**src/rtl/sd2_ovf_seq.sv**
```systemverilog
// sd2_ovf_seq: digit-serial sequencer that walks SD2 digit pairs MSD-first through an
// external overflow cell and returns the corrected word over a valid/ready handshake.
module sd2_ovf_seq #(
    parameter int DIGITS = 8
) (
    input  logic                  clk,
    input  logic                  rst_n,
    input  logic                  in_valid,
    output logic                  in_ready,
    input  logic [2*DIGITS-1:0]   in_word,
    input  logic                  tr_in,
    output logic [1:0]            ovf_minm,
    output logic [1:0]            ovf_minl,
    output logic                  ovf_tr,
    input  logic [1:0]            ovf_res,
    input  logic [1:0]            ovf_sign,
    input  logic                  ovf_wrong,
    output logic                  out_valid,
    input  logic                  out_ready,
    output logic [2*DIGITS-1:0]   out_word,
    output logic [1:0]            out_sign,
    output logic                  out_err,
    output logic                  busy
);
    localparam int IW = (DIGITS > 2) ? $clog2(DIGITS) : 1;

    typedef enum logic [1:0] {IDLE, RUN, DONE} state_t;

    state_t                 state_q, state_d;
    logic [DIGITS-1:0][1:0] word_q, word_d, res_q, res_d, out_word_q, out_word_d;
    logic [IW-1:0]          idx_q, idx_d;
    logic                   tr_q, tr_d, out_err_q, out_err_d, done_en;
    logic [1:0]             sign_q, sign_d, out_sign_q, out_sign_d;

    function automatic logic [1:0] canon(input logic [1:0] d);
        return (d == 2'b10) ? 2'b01 : d;
    endfunction

    always_ff @(posedge clk or negedge rst_n) begin
        if (!rst_n) begin
            state_q    <= IDLE;
            word_q     <= '0;
            res_q      <= '0;
            out_word_q <= '0;
            idx_q      <= '0;
            tr_q       <= 1'b0;
            sign_q     <= 2'b00;
            out_sign_q <= 2'b00;
            out_err_q  <= 1'b0;
        end else begin
            state_q    <= state_d;
            word_q     <= word_d;
            res_q      <= res_d;
            out_word_q <= out_word_d;
            idx_q      <= idx_d;
            tr_q       <= tr_d;
            sign_q     <= sign_d;
            out_sign_q <= out_sign_d;
            out_err_q  <= out_err_d;
        end
    end

    always_comb begin
        state_d = state_q;
        word_d  = word_q;
        res_d   = res_q;
        idx_d   = idx_q;
        tr_d    = tr_q;
        sign_d  = sign_q;
        case (state_q)
            IDLE: if (in_valid) begin
                word_d  = in_word;
                tr_d    = tr_in;
                idx_d   = IW'(DIGITS - 1);
                res_d   = '0;
                sign_d  = 2'b00;
                state_d = RUN;
            end
            RUN: begin
                res_d[idx_q] = ovf_wrong ? 2'b00 : canon(ovf_res);
                if (idx_q == IW'(DIGITS - 1) && !ovf_wrong)
                    sign_d = ovf_sign;
                if (ovf_wrong)
                    state_d = DONE;
                else if (idx_q == IW'(1)) begin
                    res_d[0] = canon(word_q[0]);
                    state_d  = DONE;
                end else
                    idx_d = idx_q - IW'(1);
            end
            DONE: if (out_ready) state_d = IDLE;
            default: state_d = IDLE;
        endcase
        // Visible result registers change only on DONE entry so the last result survives IDLE/RUN.
        done_en    = (state_q == RUN) && (state_d == DONE);
        out_word_d = done_en ? res_d : out_word_q;
        out_sign_d = done_en ? sign_d : out_sign_q;
        out_err_d  = done_en ? ovf_wrong : out_err_q;
    end

    assign in_ready  = (state_q == IDLE);
    assign out_valid = (state_q == DONE);
    assign busy      = (state_q != IDLE);
    assign ovf_minm  = (state_q == RUN) ? word_q[idx_q] : 2'b00;
    assign ovf_minl  = (state_q == RUN) ? word_q[idx_q - IW'(1)] : 2'b00;
    assign ovf_tr    = (state_q == RUN) && tr_q;
    assign out_word  = out_word_q;
    assign out_sign  = out_sign_q;
    assign out_err   = out_err_q;
endmodule
```
**config.mk**
```make
export PLATFORM = sky130hd
export DESIGN_NAME = sd2_ovf_seq
export DESIGN_NICKNAME = d
export VERILOG_FILES = /design/src/rtl/sd2_ovf_seq.sv
export SDC_FILE = /design/constraint.sdc
export NUM_CORES = 1
export LEC_CHECK = 0
export CELL_PAD_IN_SITES_DETAIL_PLACEMENT = 0
export CELL_PAD_IN_SITES_GLOBAL_PLACEMENT = 2
export CORE_MARGIN = 2
export CORE_UTILIZATION = 31
export DETAILED_ROUTE_END_ITERATION = 7
export GPL_TIMING_DRIVEN = 0
export PLACE_DENSITY_LB_ADDON = 0.1
export REMOVE_ABC_BUFFERS = 1
export SLEW_MARGIN = 20
export SYNTH_ARGS = -nofsm -noshare
export SYNTH_HDL_FRONTEND = slang
export SYNTH_SLANG_ARGS = --single-unit
```
**constraint.sdc**
```tcl
create_clock -name clk -period 2.07 [get_ports clk]
set_input_delay 0.414 -clock clk [delete_from_list [all_inputs] [get_ports clk]]
set_output_delay 0.414 -clock clk [all_outputs]
set_load 0.01 [all_outputs]
```
==> results of run 1 <==
through the flow:
| stage | setup WS [ps] | total power, mW | cell area (sq um) | TNS [ps] |
|---|---|---|---|---|
| 6_report | -187 | 5.70 | 3880 | -555 |
| 5_1_grt | -293 | 6.16 | 3880 | -1480 |
| 4_1_cts | -206 | 5.69 | 3830 | -714 |
| 3_5_place_dp | -1120 | 4.39 | 3480 | -11090 |
| 3_3_place_gp | -1440 | 4.37 | 3460 | -95900 |
| 2_1_floorplan | -188 | 3.41 | 2800 | -375 |
sequential cells by signal, indices dropped and copies added, names as in the netlist:
signal / flops
sign_q: 2
word_q: 16
out_err: 1
tr_q: 1
idx_q: 3
out_sign: 2
out_word: 16
res_q: 16
state_q: 2
worst min-delay path by stage:
stage                     slack (ps)       end  cells after the start
after detailed placement         320  res_q[1]                      1
after floorplan                  120  idx_q[0]                      0
after CTS                        480  res_q[8]                      2
final                            470  res_q[8]                      2
after global routing             520  res_q[7]                      1
after global placement           460  res_q[8]                      2
area by class of cell:
cell class	instances	area [sq um]	share of cell area (%)
clock buffers	11	141	3.64
well taps	111	139	3.58
flip-flops and latches	59	1490	38.3
inverters	7	33.8	0.871
multi-input cells	169	1330	34.2
clock inverters	5	52.6	1.35
repair buffers	71	699	18.0
synthesized netlist by cell type, types with 3 or more instances:
| library cell | count |
|---|---|
| nor2_1 | 15 |
| ha_1 | 3 |
| mux2i_1 | 6 |
| o21ai_1 | 4 |
| inv_1 | 6 |
| dfrtp_1 | 59 |
| mux2_2 | 16 |
| buf_6 | 3 |
| mux2_4 | 10 |
| a21oi_1 | 13 |
| mux4_2 | 4 |
| nand3_1 | 3 |
| buf_2 | 5 |
| nand2_1 | 21 |
| o21ai_0 | 18 |
| nand3b_1 | 4 |
| a22o_1 | 8 |
worst min-delay path: stages, from the launching register on:
cell	delay [ps]
dfrtp_1	330
nand2_1	60
nand2_1	50
layer usage:
| metal | vias up | GRT usage (%) |
|---|---|---|
| li1 | 1032 | - |
| met1 | 1040 | 20.5 |
| met2 | 39 | 25.7 |
| met3 | 6 | 3.81 |
| met4 | 0 | 4.74 |
| met5 | - | 0 |
power breakdown:
part	internal [mW]	switching, mW	total (mW)
clock network	0.583	0.455	1.04
registers	1.57	0.341	1.91
logic	1.49	1.26	2.75
placed cells by master (no fill, tap or decap), drive strengths merged, types with 4 or more instances in the layout:
cell and n:
mux4 4, or2 4, mux2i 6, clkdlybuf4s50 45, inv 5, clkbuf 12
nor2 15, buf 22, a22o 8, a21oi 15, dfrtp 59, nand3b 4
mux2 26, o21ai 22, nand2 21
timing repair:
action	in CTS	in global routing
gates cloned	1	1
hold buffers	1	0
endpoints found under the hold margin	20	0
setup endpoints to repair	33	17
pin swaps	4	6
resized for setup	35	2
buffers inserted	13	4
cells by family after synthesis:
family                   synth area share [%]
XOR/XNOR                                0.302
AND/OR/NAND/NOR                          12.4
adder cells (fa/ha/maj)                  1.30
buffers and inverters                    4.15
AO/OA/AOI/OAI                            14.3
multiplexers                             16.6
flip-flops                               51.0
==> metrics, run 1 <==
max cap viols=0; final setup vio count=4; IO Pins=53; total wire length=7.21 mm; port bufs=52; crit path capture type=primary output; Syn Inst Count=245; DR top layer=met4; CP Buf/Inv Count=2; Worst path slowest cell=dfrtp_4; worst stage delay on the critical path=between 400 and 500 ps; worst hold path class=reg -> reg; CTS tree=built; largest net degree at the start of global routing=40; Slew headroom=62.5%; time the worst path needs with I/O delays and setup=2260 ps; R2R Setup Slk=70 ps; Clock Tree Root=clkbuf_8; Post-Syn Area per Cell=11.8 sq um; Synth cell types=54; number of hold violations in the final report=0; worst path required time=approximately 1700 ps; starting density of the core=31.6%; WL met1=3.53 mm; FMAX=443 MHz; GP Congestion=between 0.7 and 0.8; cell chain of the critical path=clkinvlp_4, ha_4, mux4_2, mux2i_1, nor2_1, buf_2; Final Util=42.4%; Via density=between 4 and 5; worst hold start=res_q[8]; WL/cell=16.7 um; Worst Path Max Fanout=5; WP depth=6; worst-skew pair later-pin latency=around 330 ps; fin cells=433; worst setup margin=-187 ps; Max clock buf depth=2; first-pass GRT wire length=12.1 mm; total instance count after detailed placement=398; top cells by area, synth=dfrtp_1, mux2_2, mux2_4, o21ai_0, mux4_2; placement row count=35; Crit Path Class=reg -> out; initial antenna violation count=0; register bit total from synthesis=59; failing checks=setup timing; CTS H-tree depth=3; post-synth top area cell=dfrtp_1; Final Net Count=around 350; CTS sink count=59; Reg2Reg Depth=7; gr usage total=15.7%; Antenna Violating Nets Remaining=0; predominant post-synthesis flop cell=dfrtp_1; fin crit share=109%; Setup crit end=ovf_minl[1]; hpwl dp=4.54 mm; critical path launch point type=register; post-synthesis sequential area ratio=51.0%; initial drt markers=68; max-slew violations=0; worst vdd ir=around 0.58 mV; share of layout cells above drive strength 1=28.9%; met3 routed WL=238 um; Crit path max-delay family=flip-flops; RR Startpoint=idx_q[0]; Layout Skew=~7.5 ps; ys async rst share=100%; Hold WS=475 ps; Slew @ Worst Pin=563 ps; Core Box Area=0.00915 sq mm; worst setup path start=idx_q[0]; die outline height=101 um; total gr overflow=0; Pwr per Cell Area=1470 mW/mm^2; Mapped Area=0.00290 sq mm; DR vias=2117; status=finished, violations left; RR Endpoint=idx_q[1]; Arr. time, crit path=1840 ps; met2 WL=3.37 mm; Filler cells=927; drt pass-1 iters=4; Synth Warn #=0; residual DRC count=0; CTS clk-pin slew, worst paths=70 ps; Synth top area share=51.0%; number of diodes=0; Synth-to-Final Area Change=34.0%; number of flops mapped to enable cells by yosys=0; Die Span X=101 um; RSZ-0062 raised after global routing=true; vias in the first global route=2263; full die area=~0.01 sq mm; clock buffer count from CTS=9; leak pwr=1.71 nW
Note: power is estimated with default switching activity, not from simulation.
==> inputs of run 2 (changes only) <==
--- a/config.mk
+++ b/config.mk
@@ -12,7 +12,6 @@
 export DETAILED_ROUTE_END_ITERATION = 7
 export GPL_TIMING_DRIVEN = 0
 export PLACE_DENSITY_LB_ADDON = 0.1
-export REMOVE_ABC_BUFFERS = 1
 export SLEW_MARGIN = 20
 export SYNTH_ARGS = -nofsm -noshare
 export SYNTH_HDL_FRONTEND = slang
==> run 2 against run 1 <==
The flow still finishes with violations (setup timing). Clock power is 18% higher. Critical path type unchanged. First-iteration DRC count is 24% lower. Highest routed layer unchanged. Largest power group unchanged. Die area stayed put. Non-clock buffer count is 14 higher.
==> metrics, run 2 (synthesis gave the netlist of run 1 again) <==
residual DRC count=0; setup TNS=-969 ps; full die area=around 0.010 sq mm; Clock Tree Root=clkbuf_8; worst hold path class=reg -> reg; switch share=35.1%; total instance count after detailed placement=409; failing checks=setup timing; starting density of the core=a little under a third; total wire length=7.43 mm; Placed Area=approximately 0.0036 sq mm; commonest non-fill, non-tap cell in the layout=dfrtp_1; max-slew violations=0; Arr. time, crit path=a little under 2000 ps; Worst path slowest cell=dfrtp_2; Core Box Area=0.00915 sq mm; Flop pwr share=between 30% and 40%; Antenna Violating Nets Remaining=0; IO Pins=53; vias in the first global route=2269; Slew headroom=between 60% and 70%; CTS sink count=59; NetSw=between 2 and 2.5 mW; Layout Skew=between 7 and 8 ps; crit path capture type=primary output; Worst Path Max Fanout=5; GP Congestion=between 0.8 and 0.9; drt pass-1 iters=4; final setup vio count=4; gr usage total=15.9%; fin crit share=115%; Synth-to-Final Area Change=38.4%; time the worst path needs with I/O delays and setup=2370 ps; worst-skew pair later-pin latency=340 ps; worst path required time=1660 ps; initial antenna violation count=0; Post-Layout Inst Area=0.00401 sq mm; Die Span X=between 100 and 150 um; CTS clk-pin slew, worst paths=roughly 70 ps; total gr overflow=0; Via density=between 4 and 5; share of layout cells above drive strength 1=31.0%; CTS tree=built; die outline height=a little over 100 um; Final Net Count=359; critical path launch point type=register; Syn Nets=274; DR vias=2209; CTS H-tree depth=3; hpwl dp=around 5.2 mm; Final Power=6.04 mW; worst stage delay on the critical path=approximately 420 ps; number of hold violations in the final report=0; max cap viols=0; placement row count=35; fin cells=between 400 and 500; initial drt markers=52; worst vdd ir=about 0.44 mV; Crit Path Class=reg -> out; clock buffer count from CTS=9; largest net degree at the start of global routing=32; Internal Power=3.92 mW; Crit path max-delay family=multiplexers; most frequent cells in the layout=dfrtp_1, clkdlybuf4s50_1, nand2_1, buf_4, o21ai_0; Slew @ Worst Pin=557 ps; Pwr per Cell Area=1510 mW/mm^2; RSZ-0062 raised after global routing=true; first-pass GRT wire length=12.2 mm; cell chain of the critical path=buf_8, clkinvlp_4, ha_4, mux4_2, mux2i_1, nor2_1, buf_2; number of diodes=0; Clk network pwr share=between 20% and 30%; Gate power share=49.2%; FMAX=422 MHz; WL/cell=16.7 um; Final Util=43.8%; port bufs=52; CP Buf/Inv Count=3; worst setup margin=-302 ps; leak pwr=1.80 nW; Max clock buf depth=2; status=finished, violations left
-- run 2: cell count changes in the layout (fill, tap and decap cells not counted), moves of 2 or more --
cell / change
buf_6: +7
buf_4: +5
dfrtp_4: -2
buf_2: +2
buf_8: +2
clkinv_2: -2
-- run 2: per-layer routing --
metal  vias to the layer above  track usage, %  share of wire [%]
met5                         -               0                  0
met4                         0            6.32                1.2
met3                         8            2.98                3.3
met2                        47            23.9                 45
met1                      1094            22.5                 51
li1                       1060               -                  -
-- run 2: repair_timing --
action | in CTS | in global routing
setup endpoints to repair | 32 | 14
resized for setup | 34 | 7
hold buffers | 1 | 0
buffers inserted | 11 | 10
pin swaps | 3 | 8
endpoints found under the hold margin | 14 | 0
-- run 2: metrics by stage --
step           worst slack, ps  hold slack [ps]
2_1_floorplan             28.6              118
3_3_place_gp             -1430              459
3_5_place_dp              -760              362
4_1_cts                   -375              486
5_1_grt                   -400              507
6_report                  -302              478
-- run 2: worst reg2reg max path, delay by kind of cell, from the launching register on --
kind	cells	cell delay, ps
AOI/OAI and AO/OA	2	640
adders and majority gates	1	210
buffers and inverters	3	380
DFF	1	400
and+or+nand+nor	1	160
-- run 2: final cells by class --
cell class              instances  area, sq um
inverters                       7         33.8
flip-flops and latches         59         1480
well taps                     111          139
fillers                       888         5140
clock buffers                  12          155
plain buffers                  10          109
clock inverters                 4         72.6
multi-input cells             168         1310
repair buffers                 75          704
-- run 2: final timing paths --
check,start,depth (start not counted),slack [ps],end
setup / recovery,idx_q[0],7,-300,ovf_minl[0]
hold / removal,out_word[0],2,480,out_word[0]
setup reg to reg,idx_q[1],7,140,state_q[1]
hold reg to reg,out_word[0],2,480,out_word[0]
max in group asynchronous,rst_n,3,1020,idx_q[1]
min in group asynchronous,rst_n,2,530,tr_q
-- run 2: power groups by stage --
stage / clock network (mW) / logic, mW / registers [mW]
floorplan: 0 / 1.75 / 1.84
global placement: 0 / 2.68 / 1.89
detailed placement: 0 / 2.71 / 1.89
CTS: 1.25 / 2.88 / 1.86
global route: 1.31 / 3.27 / 1.90
finish: 1.23 / 2.98 / 1.84
==> inputs of run 3 (changes only) <==
--- a/config.mk
+++ b/config.mk
@@ -7,6 +7,7 @@
 export LEC_CHECK = 0
 export CELL_PAD_IN_SITES_DETAIL_PLACEMENT = 0
 export CELL_PAD_IN_SITES_GLOBAL_PLACEMENT = 2
+export CORE_ASPECT_RATIO = 1.5
 export CORE_MARGIN = 2
 export CORE_UTILIZATION = 31
 export DETAILED_ROUTE_END_ITERATION = 7
==> run 3 against run 2 <==
The flow still finishes with violations (setup timing). Routed wire length fell by 0.13%. Total power rose by 2.8%. Worst hold slack got worse by 8.5 ps. First-iteration DRC count rose by 33%. Flip-flop and latch count did not move. Non-clock buffer count fell by 2. Final cell count fell by 0.45%. Combinational power barely moved. Register-to-register slack got worse by 30 ps. Clock skew barely moved. Via count fell by 1.3%. Fmax rose by 2.9%. Critical endpoint unchanged. Largest power group unchanged.
==> metrics, run 3 (synthesis gave the netlist of run 1 again) <==
DR vias=2180; FMAX=434 MHz; number of diodes=0; starting density of the core=31.7%; leak pwr=1.81 nW; residual DRC count=0; Worst path slowest cell=dfrtp_2; max-slew violations=0; most frequent cells in the layout=dfrtp_1, clkdlybuf4s50_1, nand2_1, buf_4, o21ai_0; hpwl dp=between 5 and 6 mm; time the worst path needs with I/O delays and setup=2310 ps; Post-Layout Inst Area=slightly above 0.004 sq mm; RSZ-0062 raised after global routing=true; final setup vio count=4; Core Box Area=0.00915 sq mm; Filler cells=947; crit path capture type=primary output; CTS H-tree depth=3; GP Congestion=0.717; pre-CTS WS=-674 ps; initial drt markers=between 60 and 70; worst stage delay on the critical path=400 ps; Final Power=6.21 mW; cell chain of the critical path=buf_8, clkinvlp_4, ha_4, mux4_2, mux2i_1, nor2_1, buf_2; Gate power share=47.7%; Layout Skew=between 7 and 8 ps; Pwr per Cell Area=between 1500 and 2000 mW/mm^2; switch share=between 30% and 40%; full die area=between 0.01 and 0.015 sq mm; CTS tree=built; max cap viols=0; worst setup margin=-235 ps; Placed Area=between 0.003 and 0.004 sq mm; Slew headroom=68.1%; first-pass GRT wire length=12.3 mm; initial antenna violation count=0; worst hold path class=reg -> reg; clock buffer count from CTS=9; Slew @ Worst Pin=478 ps; Syn Nets=274; total gr overflow=0; share of layout cells above drive strength 1=31.3%; CTS clk-pin slew, worst paths=50 ps; IO Pins=53; Arr. time, crit path=around 1900 ps; port bufs=52; hold path cells=2; NetSw=2.13 mW; die outline height=122 um; Antenna Violating Nets Remaining=0; Via density=4.91; gr usage total=15.9%; total wire length=7.42 mm; worst vdd ir=0.669 mV; Synth-to-Final Area Change=40.3%; status=finished, violations left; Clk network pwr share=22.5%; Reg2Reg Depth=8; number of hold violations in the final report=0; Die Span X=82.9 um; Max clock buf depth=2; commonest non-fill, non-tap cell in the layout=dfrtp_1; Crit Path Class=reg -> out; critical path launch point type=register; worst path required time=1660 ps; fin cells=between 400 and 500; setup TNS=-759 ps; fin crit share=111%; failing checks=setup timing; WL/cell=16.7 um; worst-skew pair later-pin latency=330 ps; Clock Tree Root=clkbuf_16; total instance count after detailed placement=410; Flop pwr share=between 20% and 30%; placement row count=43; largest net degree at the start of global routing=39; Worst Path Max Fanout=5; Internal Power=4.08 mW; vias in the first global route=between 2000 and 2500; CTS sink count=59; drt pass-1 iters=4; Final Net Count=357
[run 3: metal layers]
layer | track usage (%) | share of wire (%) | vias to the layer above
met1 | 18.0 | 41 | 1070
met2 | 28.6 | 54 | 43
met3 | 3.70 | 3.1 | 13
met5 | 0 | 0 | -
li1 | - | - | 1054
met4 | 6.45 | 1.8 | 0
[run 3: cell type report]
| type | instances | area [sq um] | area share, % |
|---|---|---|---|
| sequential | 59 | 1480 | 36.4 |
| multi-input combinational | 168 | 1320 | 32.6 |
| timing repair buffer | 73 | 687 | 16.9 |
| clock buffer | 13 | 270 | 6.65 |
| tap | 112 | 140 | 3.45 |
| buffer | 10 | 119 | 2.92 |
| inverter | 7 | 33.8 | 0.831 |
| clock inverter | 2 | 10.0 | 0.246 |
[run 3: power by group through the flow]
stage,sequential [mW],combinational [mW],clock [mW]
floorplan,1.84,1.75,0
global placement,1.88,2.68,0
detailed placement,1.90,2.70,0
CTS,1.86,2.89,1.43
global route,1.91,3.26,1.47
finish,1.85,2.96,1.40
[run 3: what timing repair did]
item	CTS	global route
hold endpoints to repair	21	0
hold buffers	1	0
setup buffers	12	7
pin swaps	4	6
endpoints found under the setup margin	32	13
resized for setup	33	12
[run 3: worst paths after layout]
check	endpoint	from	slack [ps]
max	ovf_minl[0]	idx_q[0]	-240
min	res_q[8]	res_q[8]	470
max reg2reg	out_word[9]	idx_q[1]	110
min reg2reg	res_q[8]	res_q[8]	470
max in group asynchronous	idx_q[2]	rst_n	1040
min in group asynchronous	state_q[1]	rst_n	530
[run 3: critical path, delay by kind of cell (launching register included)]
kind | cells | cell delay (ps)
mux | 2 | 440
flops | 1 | 400
buf+inv | 3 | 350
fa+ha+maj | 1 | 310
simple gates | 1 | 50
[run 3: per-stage QoR]
step | hold WS (ps) | utilization, %
finish | 469 | 44.4
global route | 502 | 44.4
CTS | 470 | 43.6
detailed placement | 330 | 39.2
global placement | 455 | 39.1
floorplan | 118 | -
